===== src/rtl/rv_retire_trace_buffer.sv =====
// Retire trace buffer: captures one record (pc, instr, alu, wdata) per retired
// instruction into a circular buffer, then drains it oldest-first as a
// word-serial valid/ready stream.
//
// Readout handshake: a word transfers on any cycle where rd_valid && rd_ready.
// rd_valid stays high for the whole drain. While rd_valid && !rd_ready, rd_data
// and rd_word_idx hold. rd_valid never drops before the rd_last beat.
module rv_retire_trace_buffer #(
    parameter int  XLEN  = 32,
    parameter int  DEPTH = 16,
    localparam int CW    = $clog2(DEPTH) + 1
) (
    input  logic            clk,
    input  logic            rst,
    input  logic            arm,
    input  logic            mode,
    input  logic [XLEN-1:0] trig_pc,
    input  logic [CW-1:0]   post_count,
    input  logic            in_valid,
    input  logic [XLEN-1:0] in_pc,
    input  logic [XLEN-1:0] in_instr,
    input  logic [XLEN-1:0] in_alu,
    input  logic [XLEN-1:0] in_wdata,
    output logic            rd_valid,
    input  logic            rd_ready,
    output logic [XLEN-1:0] rd_data,
    output logic [1:0]      rd_word_idx,
    output logic            rd_last,
    output logic [2:0]      state,
    output logic [CW-1:0]   count,
    output logic            triggered,
    output logic            overflow,
    output logic [XLEN-1:0] debug_output
);

    localparam int            AW       = $clog2(DEPTH);
    localparam logic [CW-1:0] FULL     = CW'(DEPTH);
    localparam logic [CW-1:0] MAX_POST = CW'(DEPTH - 1);

    typedef enum logic [2:0] {
        S_IDLE  = 3'd0,
        S_FILL  = 3'd1,
        S_POST  = 3'd2,
        S_DONE  = 3'd3,
        S_DRAIN = 3'd4
    } state_t;

    state_t          state_q, state_d;
    logic [AW-1:0]   wr_ptr_q, wr_ptr_d;
    logic [AW-1:0]   rd_idx_q, rd_idx_d;
    logic [CW-1:0]   count_q, count_d;
    logic [CW-1:0]   post_q, post_d;
    logic [CW-1:0]   post_cfg_q, post_cfg_d;
    logic [1:0]      word_q, word_d;
    logic            rd_valid_q, rd_valid_d;
    logic            triggered_q, triggered_d;
    logic            overflow_q, overflow_d;
    logic            mode_q, mode_d;
    logic [XLEN-1:0] trig_pc_q, trig_pc_d;
    logic [XLEN-1:0] debug_q, debug_d;
    logic            wr_en;

    logic [XLEN-1:0] pc_mem_q    [DEPTH];
    logic [XLEN-1:0] instr_mem_q [DEPTH];
    logic [XLEN-1:0] alu_mem_q   [DEPTH];
    logic [XLEN-1:0] wdata_mem_q [DEPTH];

    // Next-state logic: arm handling, capture, trigger/post window and drain.
    always_comb begin
        state_d     = state_q;
        wr_ptr_d    = wr_ptr_q;
        rd_idx_d    = rd_idx_q;
        count_d     = count_q;
        post_d      = post_q;
        post_cfg_d  = post_cfg_q;
        word_d      = word_q;
        rd_valid_d  = rd_valid_q;
        triggered_d = triggered_q;
        overflow_d  = overflow_q;
        mode_d      = mode_q;
        trig_pc_d   = trig_pc_q;
        debug_d     = debug_q;
        wr_en       = 1'b0;

        if (state_q == S_DRAIN) begin
            // arm is ignored while draining; late retires are dropped.
            if (in_valid) overflow_d = 1'b1;
            if (rd_ready) begin
                if (word_q == 2'd3) begin
                    word_d = 2'd0;
                    if (count_q == CW'(1)) begin
                        state_d    = S_IDLE;
                        rd_valid_d = 1'b0;
                        count_d    = '0;
                    end else begin
                        rd_idx_d = rd_idx_q + AW'(1);
                        count_d  = count_q - CW'(1);
                    end
                end else begin
                    word_d = word_q + 2'd1;
                end
            end
        end else if (arm) begin
            // arm beats any same-cycle retire, which is discarded.
            wr_ptr_d    = '0;
            count_d     = '0;
            triggered_d = 1'b0;
            overflow_d  = 1'b0;
            mode_d      = mode;
            trig_pc_d   = trig_pc;
            post_cfg_d  = (post_count > MAX_POST) ? MAX_POST : post_count;
            state_d     = S_FILL;
        end else if (state_q == S_FILL || state_q == S_POST) begin
            if (in_valid) begin
                wr_en    = 1'b1;
                wr_ptr_d = wr_ptr_q + AW'(1);
                debug_d  = in_pc;
                // A full buffer overwrites its oldest record.
                if (count_q == FULL) overflow_d = 1'b1;
                else                 count_d    = count_q + CW'(1);

                if (state_q == S_POST) begin
                    post_d = post_q - CW'(1);
                    if (post_q == CW'(1)) state_d = S_DONE;
                end else if (!mode_q) begin
                    if (count_q == MAX_POST) state_d = S_DONE;
                end else if (in_pc == trig_pc_q) begin
                    triggered_d = 1'b1;
                    if (post_cfg_q == '0) begin
                        state_d = S_DONE;
                    end else begin
                        post_d  = post_cfg_q;
                        state_d = S_POST;
                    end
                end
            end
        end else if (state_q == S_DONE) begin
            if (in_valid) overflow_d = 1'b1;
            if (count_q != '0) begin
                state_d    = S_DRAIN;
                rd_valid_d = 1'b1;
                word_d     = 2'd0;
                rd_idx_d   = wr_ptr_q - count_q[AW-1:0];
            end else begin
                state_d = S_IDLE;
            end
        end
    end

    // Control and status registers with asynchronous active-low reset.
    always_ff @(posedge clk or negedge rst) begin
        if (!rst) begin
            state_q     <= S_IDLE;
            wr_ptr_q    <= '0;
            rd_idx_q    <= '0;
            count_q     <= '0;
            post_q      <= '0;
            post_cfg_q  <= '0;
            word_q      <= 2'd0;
            rd_valid_q  <= 1'b0;
            triggered_q <= 1'b0;
            overflow_q  <= 1'b0;
            mode_q      <= 1'b0;
            trig_pc_q   <= '0;
            debug_q     <= '0;
        end else begin
            state_q     <= state_d;
            wr_ptr_q    <= wr_ptr_d;
            rd_idx_q    <= rd_idx_d;
            count_q     <= count_d;
            post_q      <= post_d;
            post_cfg_q  <= post_cfg_d;
            word_q      <= word_d;
            rd_valid_q  <= rd_valid_d;
            triggered_q <= triggered_d;
            overflow_q  <= overflow_d;
            mode_q      <= mode_d;
            trig_pc_q   <= trig_pc_d;
            debug_q     <= debug_d;
        end
    end

    // Record storage; contents are don't-care after reset so no reset here.
    always_ff @(posedge clk) begin
        if (wr_en) begin
            pc_mem_q[wr_ptr_q]    <= in_pc;
            instr_mem_q[wr_ptr_q] <= in_instr;
            alu_mem_q[wr_ptr_q]   <= in_alu;
            wdata_mem_q[wr_ptr_q] <= in_wdata;
        end
    end

    // Asynchronous read of the current drain word.
    always_comb begin
        case (word_q)
            2'd0:    rd_data = pc_mem_q[rd_idx_q];
            2'd1:    rd_data = instr_mem_q[rd_idx_q];
            2'd2:    rd_data = alu_mem_q[rd_idx_q];
            default: rd_data = wdata_mem_q[rd_idx_q];
        endcase
    end

    assign rd_valid     = rd_valid_q;
    assign rd_word_idx  = word_q;
    assign rd_last      = rd_valid_q && (word_q == 2'd3) && (count_q == CW'(1));
    assign state        = state_q;
    assign count        = count_q;
    assign triggered    = triggered_q;
    assign overflow     = overflow_q;
    assign debug_output = debug_q;

endmodule


===== config.mk =====
export PLATFORM = sky130hd
export DESIGN_NAME = rv_retire_trace_buffer
export DESIGN_NICKNAME = d
export VERILOG_FILES = /design/src/rtl/rv_retire_trace_buffer.sv
export SDC_FILE = /design/constraint.sdc
export NUM_CORES = 2
export LEC_CHECK = 0
export ABC_AREA = 0
export CORE_ASPECT_RATIO = 0.8
export CORE_MARGIN = 4
export CORE_UTILIZATION = 61
export CTS_BUF_LIST = sky130_fd_sc_hd__clkbuf_4 sky130_fd_sc_hd__clkbuf_8 sky130_fd_sc_hd__clkbuf_16
export DETAILED_ROUTE_END_ITERATION = 10
export MAX_ROUTING_LAYER = met4
export PLACE_DENSITY = 0.84
export SLEW_MARGIN = 20
export SYNTH_ARGS = -nofsm -noshare
export SYNTH_HDL_FRONTEND = slang
export SYNTH_SLANG_ARGS = --single-unit

===== constraint.sdc =====
create_clock -name clk -period 6.59 [get_ports clk]
set_clock_uncertainty 0.1 [all_clocks]
set_input_delay 1.318 -clock clk [delete_from_list [all_inputs] [get_ports clk]]
set_output_delay 1.318 -clock clk [all_outputs]
set_load 0.02 [all_outputs]

==> results.py <==
metrics = {
    "setup_path": {
        "crit_fanout": 40,
        "worstPathRequired_ps": 5170,
        "reg2reg_from": "state[1]$_DFFE_PN0P_",
        "path_cells": "nor2b_4 > buf_12 > a221oi_1 > a31oi_1 > nand3_1 > a211oi_1 > a21oi_1 > clkdlybuf4s50_1",
        "startpoint_type": "register",
        "cp_data_arrival_time_ps": 5180,
        "cp_top_family": "compound AO/OA/AOI/OAI gates",
        "startpoint": "rd_idx_q[1]$_DFFE_PN0P_",
        "timing.critical_path.buf_inv": 2,
        "crit_slowest_cell": "dfrtp_4",
        "critPathKind": "reg -> out",
        "critPathMaxStageDelay_ps": 1000,
        "end_kind": "primary output",
    },
    "logic_synthesis": {
        "ys_types": 65,
        "yosysMostFrequentCell": "edfxtp_1",
        "synth_top_flop_cell": "edfxtp_1",
        "synth_top_area_share": 0.7375,
        "yosysWarnings": 0,
        "syn_area_per_cell_um2": 20.46,
        "synth_edf_count": 2048,
        "async_flop_share": 0.04478,
        "synth_nets": 4266,
        "synth_top_area_cell": "edfxtp_1",
        "synth_common_cells": "edfxtp_1 (2048), mux4_2 (436), nand2_1 (307), mux2i_1 (305), dfrtp_1 (96)",
        "synth.area.top_cells": "edfxtp_1 (74%), mux4_2 (12%), mux2i_1 (3.7%)",
        "ys_seq_area_frac": 0.7663,
        "synthCells": 4075,
        "synth_seq_cells": 2144,
        "syn_area_um2": 83390,
    },
    "clocking": {
        "ctsLongestPathBuffers": 3,
        "cts_tree": "done",
        "cts-root-buf": "clkbuf_16",
        "cts_buffers": 190,
        "cts_max_level": 4,
        "clock_latency_ps": 820,
        "clk_pin_slew_ps": 70,
        "cts.sinks": 2144,
        "cts_hold_buf": 0,
    },
    "drt": {
        "drt_first_pass_iters": 6,
        "wl_per_cell_um": 35.67,
        "vias": 45247,
        "routed_wl_um": 228300,
        "drc": 0,
        "drtIter0Drc": 7724,
        "via_per_inst": 7.070,
        "ant_nets": 0,
    },
    "power": {
        "p_total_mw": 39.19,
        "p_leak_nw": 30.87,
        "p_per_area_nw_per_um2": 413.2,
        "ir_worst_vdd_uv": 336.6,
    },
    "global_routing": {
        "antenna_found_initial": 26,
        "first_global_vias": 46549,
        "grt_max_degree": 92,
        "grt_overflow": 0,
        "track_usage": 0.3313,
        "grt_pass1_wl_um": 329600,
    },
    "floorplan": {
        "die_h_um": 338.7,
        "ioPinCount": 249,
        "core_area_um2": 136000,
        "die-area_um2": 142700,
        "start_util": 0.6134,
        "die_width_um": 421.4,
        "fp-row-count": 121,
    },
    "timing": {
        "slew_headroom": 0.2012,
        "final_hold_viol_count": 0,
        "timing.final.crit_share": 1.000,
        "rsz0062_at_grt": "no",
        "fmax_ghz": 0.1517,
        "worstMarginPinSlew_ps": 1194,
        "fin_ws_ps": -3.153,
        "drv_slew": 0,
        "setup_viol": 1,
        "period_minus_slack_ps": 6593,
    },
    "outcome": {
        "outcome": "finished with violations",
        "violations": "negative setup slack",
    },
    "run": {
        "drv_cap": 0,
    },
    "final_layout": {
        "area_growth_pct": 13.74,
        "drive_above_1_share": 0.2054,
        "finalNetCount": 4627,
    },
    "placed_design": {
        "portBuffers": 248,
        "preCtsSetupSlack_ps": 675.9,
        "dp_hpwl_um": 120700,
        "gp_congestion": 0.8510,
    },
    "hold_path": {
        "hold_path_class": "in -> async",
    },
}
## layout by cell type, fill, tap and decap left out, types with 62 or more instances in the layout
master	synthesis	final
o21ai_0	68	68
buf_4	18	105
nor2_1	63	62
dfrtp_1	96	92
mux2i_1	305	305
clkdlybuf4s50_1	0	245
clkbuf_16	0	192
edfxtp_1	2048	2048
nand2_1	307	306
mux4_2	436	436
a21oi_1	95	95
## cells by family (layout without fill, tap and decap cells)
kind of cell               after synthesis  after routing  share of synthesized area
muxes                                  744            744                     0.1548
and+or+nand+nor                        491            491                    0.02551
DFF                                   2144           2144                     0.7663
buffers and inverters                  265            785                    0.01769
xor gates and xnor gates                38             38                   0.003991
other                                    0             22                          0
AOI/OAI and AO/OA                      373            373                    0.02863
adders and majority gates               20             20                   0.003091
## per-layer routing
| layer | GRT usage | wire length, um | vias up | part of all wire |
|---|---|---|---|---|
| met5 | - | 0 | - | 0 |
| met4 | 0.1550 | 11840 | 0 | 0.052 |
| met3 | 0.09016 | 31760 | 774 | 0.14 |
| met2 | 0.4855 | 107000 | 4154 | 0.47 |
| met1 | 0.4402 | 77720 | 22896 | 0.34 |
| li1 | - | - | 17423 | - |
## area by class of cell
type | count | area [um2]
Sequential cell | 2144 | 63920
Fill cell | 7583 | 41110
Multi-Input combinational cell | 1666 | 18120
Clock buffer | 240 | 5196
Timing Repair Buffer | 390 | 4011
Tap cell | 1783 | 2231
Clock inverter | 111 | 1146
Inverter | 44 | 167.7
Antenna cell | 22 | 55.05
## stage by stage
stage / setup TNS, ps / util / instance area, um2 / cells / hold slack (ps)
floorplan: 0 / - / 83390 / 4075 / 353.2
global route: 0 / 0.6976 / 94840 / 6398 / 286.4
CTS: 0 / 0.6973 / 94800 / 6378 / 233.5
finish: -3.153 / 0.6976 / 94840 / 6400 / 282.1
global placement: 0 / 0.6505 / 88440 / 6027 / 358.4
detailed placement: 0 / 0.6506 / 88450 / 6027 / 363.0
## sequential cells by signal, summed over array words and instances, names as in the netlist, 4 cells and up
name          flops
post_q            5
trig_pc_q        32
count             5
wr_ptr_q          4
pc_mem_q        512
post_cfg_q        5
alu_mem_q       512
debug_output     32
rd_idx_q          4
instr_mem_q     512
wdata_mem_q     512
## worst register-to-register path, stage by stage, from the launching register on
cell and delay [ps]:
dfrtp_1 750, xor2_1 210, nand3_1 170, nor3_1 500
and2_4 930, buf_4 610
## worst paths after layout
| kind | slack (ps) | cells past startpoint | endpoint |
|---|---|---|---|
| min reg2reg | 380 | 2 | debug_output[4]$_DFFE_PN0P_ |
| min | 280 | 1 | rd_idx_q[3]$_DFFE_PN0P_ |
| max | -3 | 8 | rd_data[28] |
| max reg2reg | 2940 | 5 | wdata_mem_q[0][29]$_DFFE_PP_ |
| max in group asynchronous | 4830 | 2 | debug_output[12]$_DFFE_PN0P_ |
| min in group clk | 380 | 2 | debug_output[4]$_DFFE_PN0P_ |
## report_power, final
group          total, mW  internal, mW  switching, mW
clock network       11.4          6.33           5.05
logic               11.8          4.91           6.92
registers           16.0          15.5          0.509
## repair_timing
item / 4_1_cts / 5_1_grt
gates resized for setup: 1 / 0
endpoints found under the setup margin: 1 / 0
buffers inserted: 0 / 0
Power figures use the tool's default switching activity.
